--- src/rtl/uart_pkg.sv ---
// Shared types and constants for the UART transmit frame path.
// Build with UART_TX_STOP2_EN defined for two stop bits per frame.
package uart_pkg;

    typedef enum logic [2:0] {
        IDLE   = 3'd0,
        START  = 3'd1,
        DATA   = 3'd2,
        PARITY = 3'd3,
        STOP   = 3'd4
    } uart_tx_state_t;

    localparam logic PAR_EVEN = 1'b0;
    localparam logic PAR_ODD  = 1'b1;

`ifdef UART_TX_STOP2_EN
    localparam int unsigned STOP_BITS = 2;
`else
    localparam int unsigned STOP_BITS = 1;
`endif

endpackage

--- src/rtl/uart_tx_frame_parity_calc.sv ---
// Combinational parity bit for a latched UART word; even = XOR, odd = XNOR.
module parity_calc
    import uart_pkg::*;
#(
    parameter int unsigned DATA_WIDTH = 8
) (
    input  logic [DATA_WIDTH-1:0] data_i,
    input  logic                  par_typ_i,
    output logic                  parity_o
);

    always_comb begin
        parity_o = (par_typ_i == PAR_EVEN) ? (^data_i) : (~^data_i);
    end

endmodule

--- src/rtl/uart_tx_frame.sv ---
// UART transmitter: start bit, data LSB first, optional parity, stop bit(s).
// Define UART_TX_STOP2_EN (see uart_pkg) for two stop bits.
module uart_tx_frame
    import uart_pkg::*;
#(
    parameter int unsigned DATA_WIDTH = 8
) (
    input  logic                  clk,
    input  logic                  rst,
    input  logic [DATA_WIDTH-1:0] p_data,
    input  logic                  data_valid,
    input  logic                  par_en,
    input  logic                  par_typ,
    output logic                  tx_ready,
    output logic                  busy,
    output logic                  tx_out
);

    localparam int unsigned CNT_W = (DATA_WIDTH > 1) ? $clog2(DATA_WIDTH) : 1;
    localparam logic [CNT_W-1:0] LAST_BIT = CNT_W'(DATA_WIDTH - 1);
    localparam logic LAST_STOP = 1'(STOP_BITS - 1);

    uart_tx_state_t        state_q,   state_d;
    logic [CNT_W-1:0]      bit_cnt_q, bit_cnt_d;
    logic                  stop_cnt_q, stop_cnt_d;
    logic [DATA_WIDTH-1:0] data_q,    data_d;
    logic                  par_en_q,  par_en_d;
    logic                  par_typ_q, par_typ_d;
    logic                  tx_out_q,  tx_out_d;
    logic                  parity_c;
    logic                  accept_c;

    parity_calc #(
        .DATA_WIDTH(DATA_WIDTH)
    ) u_parity_calc (
        .data_i   (data_q),
        .par_typ_i(par_typ_q),
        .parity_o (parity_c)
    );

    assign tx_ready = (state_q == IDLE) || ((state_q == STOP) && (stop_cnt_q == LAST_STOP));
    assign busy     = (state_q != IDLE);
    assign tx_out   = tx_out_q;
    assign accept_c = data_valid && tx_ready;

    // tx_out is driven from the current state, so each bit appears one edge after its state.
    always_comb begin
        state_d    = state_q;
        bit_cnt_d  = bit_cnt_q;
        stop_cnt_d = stop_cnt_q;
        data_d     = data_q;
        par_en_d   = par_en_q;
        par_typ_d  = par_typ_q;
        tx_out_d   = 1'b1;

        if (accept_c) begin
            data_d    = p_data;
            par_en_d  = par_en;
            par_typ_d = par_typ;
        end

        case (state_q)
            IDLE: begin
                tx_out_d = 1'b1;
                if (accept_c) begin
                    state_d = START;
                end
            end
            START: begin
                tx_out_d  = 1'b0;
                bit_cnt_d = '0;
                state_d   = DATA;
            end
            DATA: begin
                tx_out_d = data_q[bit_cnt_q];
                if (bit_cnt_q == LAST_BIT) begin
                    bit_cnt_d  = '0;
                    stop_cnt_d = 1'b0;
                    state_d    = par_en_q ? PARITY : STOP;
                end else begin
                    bit_cnt_d = bit_cnt_q + CNT_W'(1);
                end
            end
            PARITY: begin
                tx_out_d   = parity_c;
                stop_cnt_d = 1'b0;
                state_d    = STOP;
            end
            STOP: begin
                tx_out_d = 1'b1;
                if (stop_cnt_q == LAST_STOP) begin
                    stop_cnt_d = 1'b0;
                    state_d    = accept_c ? START : IDLE;
                end else begin
                    stop_cnt_d = stop_cnt_q + 1'b1;
                end
            end
            default: begin
                state_d = IDLE;
            end
        endcase
    end

    always_ff @(posedge clk or posedge rst) begin
        if (rst) begin
            state_q    <= IDLE;
            bit_cnt_q  <= '0;
            stop_cnt_q <= 1'b0;
            data_q     <= '0;
            par_en_q   <= 1'b0;
            par_typ_q  <= 1'b0;
            tx_out_q   <= 1'b1;
        end else begin
            state_q    <= state_d;
            bit_cnt_q  <= bit_cnt_d;
            stop_cnt_q <= stop_cnt_d;
            data_q     <= data_d;
            par_en_q   <= par_en_d;
            par_typ_q  <= par_typ_d;
            tx_out_q   <= tx_out_d;
        end
    end

endmodule
--- config.mk ---
export PLATFORM = sky130hd
export DESIGN_NAME = uart_tx_frame
export DESIGN_NICKNAME = d
export VERILOG_FILES = /design/src/rtl/uart_pkg.sv /design/src/rtl/uart_tx_frame_parity_calc.sv /design/src/rtl/uart_tx_frame.sv
export SDC_FILE = /design/constraint.sdc
export NUM_CORES = 1
export LEC_CHECK = 0
export CORE_MARGIN = 5
export CORE_UTILIZATION = 53
export CTS_BUF_LIST = sky130_fd_sc_hd__clkbuf_4
export CTS_CLUSTER_DIAMETER = 80
export DETAILED_ROUTE_END_ITERATION = 8
export HOLD_SLACK_MARGIN = 0.02
export PLACE_DENSITY = 0.84
export SYNTH_ARGS = -nofsm -noshare
export SYNTH_HDL_FRONTEND = slang
export SYNTH_SLANG_ARGS = --single-unit
--- constraint.sdc ---
create_clock -name clk -period 1.75 [get_ports clk]
set_input_delay 0.525 -clock clk [delete_from_list [all_inputs] [get_ports clk]]
set_output_delay 0.525 -clock clk [all_outputs]
set_load 0.03 [all_outputs]
==> metrics.txt, run 1 <==
I/O pin count=16; switching power as a share of total power=37.03%; final number of max-transition violations=0; area of the placeable core=1559 µm²; GRT Overall Usage=15.37%; Hold WC Path Type=in2async; number of buffers created by CTS=3; arrival time of the worst setup path=1.21 ns; library cell occupying the most area in the post-synthesis netlist=dfrtp_1; number of global-route vias before repair=624; share of the yosys chip area belonging to registers=47.63%; Post-Syn Area per Cell=12.44 µm²; layout cells sized above 1=27.66%; #FFs+latches synth=17; Cells after Synth=72; DP HPWL=1317 µm; library cell with the highest instance count after synthesis=dfrtp_1; die extent in y=51.12 µm; iteration count of the initial detailed-routing pass=4; switching power=807.8 µW; Pwr Total=2.182 mW; row count=14; total of hold buffers inserted after clock tree synthesis=0; Final period util=98.86%; Starting Density=57.46%; clock transition at the registers of the reported paths=0.09 ns; Crit Path Class=reg2out; count of antenna-violating nets left after detailed routing=0; post-route cell area=1140 µm²; maximum net fanout on the critical path=2; maximum VDD drop=1.231 mV; Antenna diodes=0; cells taking the most area after synthesis=dfrtp_1 45%, mux2_2 11%, mux4_1 5.9%; DRT iter0 DRCs=9; register share of total power=34.2%; share of the core filled with cells=73.11%; pwr/cell area=1914 nW/µm²; DRC violation count after routing=0; remaining max-slew budget at the tightest pin=80.28%; wire length after detailed routing=1691 µm; Synthesis Warnings=0; static leakage power=0.4956 nW; final count of negative-setup-slack endpoints=0; minimum period implied by the final worst setup slack=1.730 ns; final global-route overflow total=0; # H-tree levels=1; die outline area=2613 µm²; maximum buffer depth of the clock tree=2; CTS tree=built; number of antenna violations at the first check in global routing=0; total instance count after detailed placement=106; count of distinct cell types in the synthesized netlist=29; Clock Tree Root=clkbuf_4; setup repair after global routing missed its margin=true; FFs w/ async S/R, synth=100.0%; type of element launching the critical path=flip-flop; Synth-to-Final Area Change=27.23%; Cell Count, Final, Fillers Out=110; pin slew with the least headroom to its limit=0.2970 ns; Crit. End Element=output pin; global-route wire length before repair=2898 µm; fin nets=110; average wire per standard cell=15.37 µm; flip-flop cell with the highest count after synthesis=dfrtp_1; number of enable-type register cells in the synthesized netlist=0; overall via count from detail_route=662; final number of hold-violating endpoints=0; maximum number of pins on one net before global-route repair=14; Max Cap Viol=0; most frequent cells after synthesis=16 x dfrtp_1, 9 x mux2_2, 6 x nor2_1; post-synth top area share=44.69%; cell area after placement=1104 µm²; outcome=completed; part of the total power dissipated in combinational logic=55.7%; final RePlAce weighted congestion=0.7406; per-cell via count in the routed design=6.018; clock latency of the later-clocked register in the worst-skew pair=0.29 ns; syn nets=87; Port-buffer cells=15; Internal=1.374 mW; Req. time, crit path=1.22 ns; maximum clock frequency=0.5780 GHz; mapped cell area=895.9 µm²; relative contribution of the clock network to total power=10.1%; clk sinks=17; setup clock skew after layout=0.001829 ns; die extent in x=51.12 µm
==> kinds of logic after synthesis <==
logic type	count (synthesis)	synth area share (%)
adder cells (fa/ha/maj)	2	2.793
buffers and inverters	5	2.653
multiplexers	12	18.30
XOR/XNOR	6	7.402
AO/OA/AOI/OAI	13	10.75
AND/OR/NAND/NOR	17	10.48
flip-flops	17	47.63
==> layer usage <==
layer / part of all wire, % / up-vias / global-route usage [%] / wire (µm)
met5: 0 / - / 0 / 0
met4: 2.4 / 0 / 9.417 / 40
met3: 6.1 / 4 / 2.616 / 103
met2: 51 / 23 / 24.68 / 862
met1: 41 / 329 / 19.32 / 685
li1: - / 306 / - / -
==> power groups by stage <==
| stage | sequential (mW) | combinational (mW) | clock (mW) |
|---|---|---|---|
| 2_1_floorplan | 0.752 | 0.881 | 0 |
| 3_3_place_gp | 0.738 | 1.17 | 0 |
| 3_5_place_dp | 0.754 | 1.21 | 0 |
| 4_1_cts | 0.745 | 1.20 | 0.226 |
| 5_1_grt | 0.774 | 1.33 | 0.250 |
| 6_report | 0.746 | 1.21 | 0.221 |
==> path summary, 6_finish.rpt <==
| path | depth (start not counted) | slack (ns) | endpoint | from |
|---|---|---|---|---|
| max | 2 | 0.02 | busy | state_q[2]$_DFFE_PP0P_ |
| min | 2 | 0.44 | par_en_q$_DFFE_PP0P_ | rst |
| max reg2reg | 5 | 0.24 | bit_cnt_q[0]$_DFFE_PP0P_ | bit_cnt_q[0]$_DFFE_PP0P_ |
| min reg2reg | 1 | 0.54 | par_typ_q$_DFFE_PP0P_ | par_typ_q$_DFFE_PP0P_ |
| max in group asynchronous | 3 | 0.81 | tx_out$_DFF_PP1_ | rst |
| min in group clk | 1 | 0.54 | par_typ_q$_DFFE_PP0P_ | par_typ_q$_DFFE_PP0P_ |
==> critical path: stages, from the launching register on <==
cell and delay (ns):
dfrtp_1 0.39, or3_4 0.38, buf_6 0.14
==> per-stage QoR <==
step           setup TNS [ns]  setup slack, ns  hold slack (ns)
2_1_floorplan               0           0.1551           0.4503
3_3_place_gp         -0.07280         -0.07215           0.5161
5_1_grt              -0.03663         -0.03663           0.4455
4_1_cts              -0.08981         -0.08981           0.4415
3_5_place_dp          -0.5581         -0.07684           0.5233
6_report                    0          0.01996           0.4377
==> layout make-up <==
type,instances,area [µm²]
flip-flops and latches,17,426.7
inverters,3,11.26
clock buffers,4,30.03
multi-input cells,50,452.9
well taps,16,20.02
repair buffers,20,198.9
fillers,110,419.2
==> sequential cells by signal (all words and copies together), names as in the netlist <==
signal	count
bit_cnt_q	3
par_typ_q	1
data_q	8
par_en_q	1
tx_out	1
state_q	3
==> cell usage in the layout, fill, tap and decap left out, types with 2 or more instances in the layout <==
cell type        instances
mux4_1                   2
nand2_1                  3
ha_1                     2
clkdlybuf4s50_1         12
a21oi_1                  4
inv_1                    3
xnor2_1                  4
clkbuf_4                 4
buf_4                    5
dfrtp_1                 16
a22oi_1                  2
nor2_1                   5
o2bb2ai_1                3
mux2_2                   9
==> repair_timing <==
action / CTS / global route
pin swaps: 0 / 0
buffers inserted: 0 / 0
setup endpoints to repair: 2 / 2
resized for setup: 4 / 7
No activity file was read; power rests on OpenSTA's default activity.
==> inputs of run 2 (changes only) <==
--- a/config.mk
+++ b/config.mk
@@ -12,6 +12,7 @@
 export DETAILED_ROUTE_END_ITERATION = 8
 export HOLD_SLACK_MARGIN = 0.02
 export PLACE_DENSITY = 0.84
+export RECOVER_POWER = 50
 export SYNTH_ARGS = -nofsm -noshare
 export SYNTH_HDL_FRONTEND = slang
 export SYNTH_SLANG_ARGS = --single-unit
==> metrics.txt, run 2 (same netlist as run 1, synthesis figures left out) <==
static leakage power=0.4922 nW; Antenna diodes=0; maximum net fanout on the critical path=2; die outline area=2613 µm²; Max Cap Viol=0; Hold WC Path Type=reg2reg; Req. time, crit path=1.22 ns; fin nets=110; relative contribution of the clock network to total power=10.1%; maximum number of pins on one net before global-route repair=14; iteration count of the initial detailed-routing pass=4; register share of total power=34.2%; die extent in y=51.12 µm; Clock Tree Root=clkbuf_4; final number of max-transition violations=0; overall via count from detail_route=664; Top reg by flops=data_q; Final period util=98.85%; average wire per standard cell=15.37 µm; DP HPWL=1317 µm; I/O pin count=16; pin slew with the least headroom to its limit=0.6442 ns; Synth-to-Final Area Change=26.82%; area of the placeable core=1559 µm²; CTS tree=built; setup clock skew after layout=0.001560 ns; critical path buffer and inverter count=1; switching power as a share of total power=37.04%; CP startpoint=state_q[2]$_DFFE_PP0P_; DRT iter0 DRCs=9; post-place setup slack=-0.07684 ns; Internal=1.372 mW; arrival time of the worst setup path=1.20 ns; Crit Path Class=reg2out; layout cells sized above 1=26.60%; final global-route overflow total=0; die extent in x=51.12 µm; commonest cells after routing, fill and taps aside=16 x dfrtp_1, 11 x clkdlybuf4s50_1, 9 x mux2_2; clk sinks=17; final number of hold-violating endpoints=0; number of antenna violations at the first check in global routing=0; minimum period implied by the final worst setup slack=1.730 ns; wire length after detailed routing=1691 µm; ordered cell list for the critical path=or3_4, buf_6; maximum buffer depth of the clock tree=2; part of the total power dissipated in combinational logic=55.7%; cell family with the largest share of critical-path delay=flip-flops; clock latency of the later-clocked register in the worst-skew pair=0.29 ns; Crit. End Element=output pin; # H-tree levels=1; pwr/cell area=1919 nW/µm²; remaining max-slew budget at the tightest pin=57.05%; total of hold buffers inserted after clock tree synthesis=0; final RePlAce weighted congestion=0.7406; setup repair after global routing missed its margin=true; startpoint of the lowest-slack hold path=par_typ_q$_DFFE_PP0P_; row count=14; Critical Path Slowest Stage Cell=dfrtp_1; maximum clock frequency=0.5781 GHz; worst flop-to-flop path startpoint=bit_cnt_q[0]$_DFFE_PP0P_; type of element launching the critical path=flip-flop; number of flip-flops in the largest register=8; number of global-route vias before repair=624; outcome=completed; Starting Density=57.46%; GRT Overall Usage=15.37%; delay of the slowest cell on the worst path=0.39 ns; global-route wire length before repair=2898 µm; DRC violation count after routing=0; most common cell after layout, fill and taps aside=dfrtp_1; number of buffers created by CTS=3; Port-buffer cells=15; largest registers in the final layout=data_q x8, bit_cnt_q x3, state_q x3; per-cell via count in the routed design=6.036; clock transition at the registers of the reported paths=0.09 ns; switching power=807.3 µW; final count of negative-setup-slack endpoints=0; count of antenna-violating nets left after detailed routing=0; post-route setup slack=0.02018 ns; maximum VDD drop=1.231 mV; hold_ws=0.5387 ns
-- run 2: cell count changes in the layout (fill, tap and decap cells not counted) --
cell	change
buf_4	-1
clkbuf_1	+1
clkdlybuf4s50_1	-1
dlygate4sd3_1	+1
-- run 2: what timing repair did --
item                                    CTS  global route
endpoints found under the setup margin    2             2
buffers inserted                          0             0
gates resized for setup                   4             7
-- run 2: power by group through the flow --
stage,Combinational [mW],Sequential [mW],Clock [mW]
6_report,1.21,0.746,0.220
5_1_grt,1.33,0.774,0.250
4_1_cts,1.20,0.745,0.226
3_5_place_dp,1.21,0.754,0
3_3_place_gp,1.17,0.738,0
2_1_floorplan,0.881,0.752,0
-- run 2: path summary, 6_finish.rpt --
path / to / cells after the start / slack, ns
worst min register to register: par_typ_q$_DFFE_PP0P_ / 1 / 0.54
worst min-delay path: par_typ_q$_DFFE_PP0P_ / 1 / 0.54
worst max-delay path: busy / 2 / 0.02
worst max register to register: bit_cnt_q[0]$_DFFE_PP0P_ / 5 / 0.24
min in group asynchronous: data_q[1]$_DFFE_PP0P_ / 2 / 0.58
max in group asynchronous: data_q[2]$_DFFE_PP0P_ / 3 / 0.34
-- run 2: worst register-to-register path, cell delays in order, from the launching register on --
cell	delay, ns
dfrtp_1	0.46
ha_1	0.23
ha_1	0.22
nor4_1	0.28
a21oi_1	0.07
o2bb2ai_1	0.17
-- run 2: layout make-up --
type                    instances  area [µm²]
clock buffers                   4       30.03
fillers                       110       422.9
inverters                       3       11.26
multi-input cells              50       452.9
flip-flops and latches         17       426.7
well taps                      16       20.02
repair buffers                 20       195.2
-- run 2: per-stage QoR --
stage               util (%)  power [mW]  cell area [µm²]   TNS, ns  cells
finish                 72.87       2.180             1136         0    110
global route           72.87       2.350             1136  -0.03663    110
CTS                    72.71       2.171             1134  -0.08981    110
detailed placement     70.79       1.964             1104   -0.5581    106
global placement       70.79       1.904             1104  -0.07280    106
floorplan                  -       1.632            898.4         0     72
-- run 2: metal layers --
layer / share of wire [%] / wire (µm) / up-vias / track usage, %
li1: - / - / 306 / -
met1: 41 / 686 / 331 / 19.32
met2: 51 / 868 / 23 / 24.68
met3: 5.7 / 96 / 4 / 2.616
met4: 2.4 / 40 / 0 / 9.417
met5: 0 / 0 / - / 0
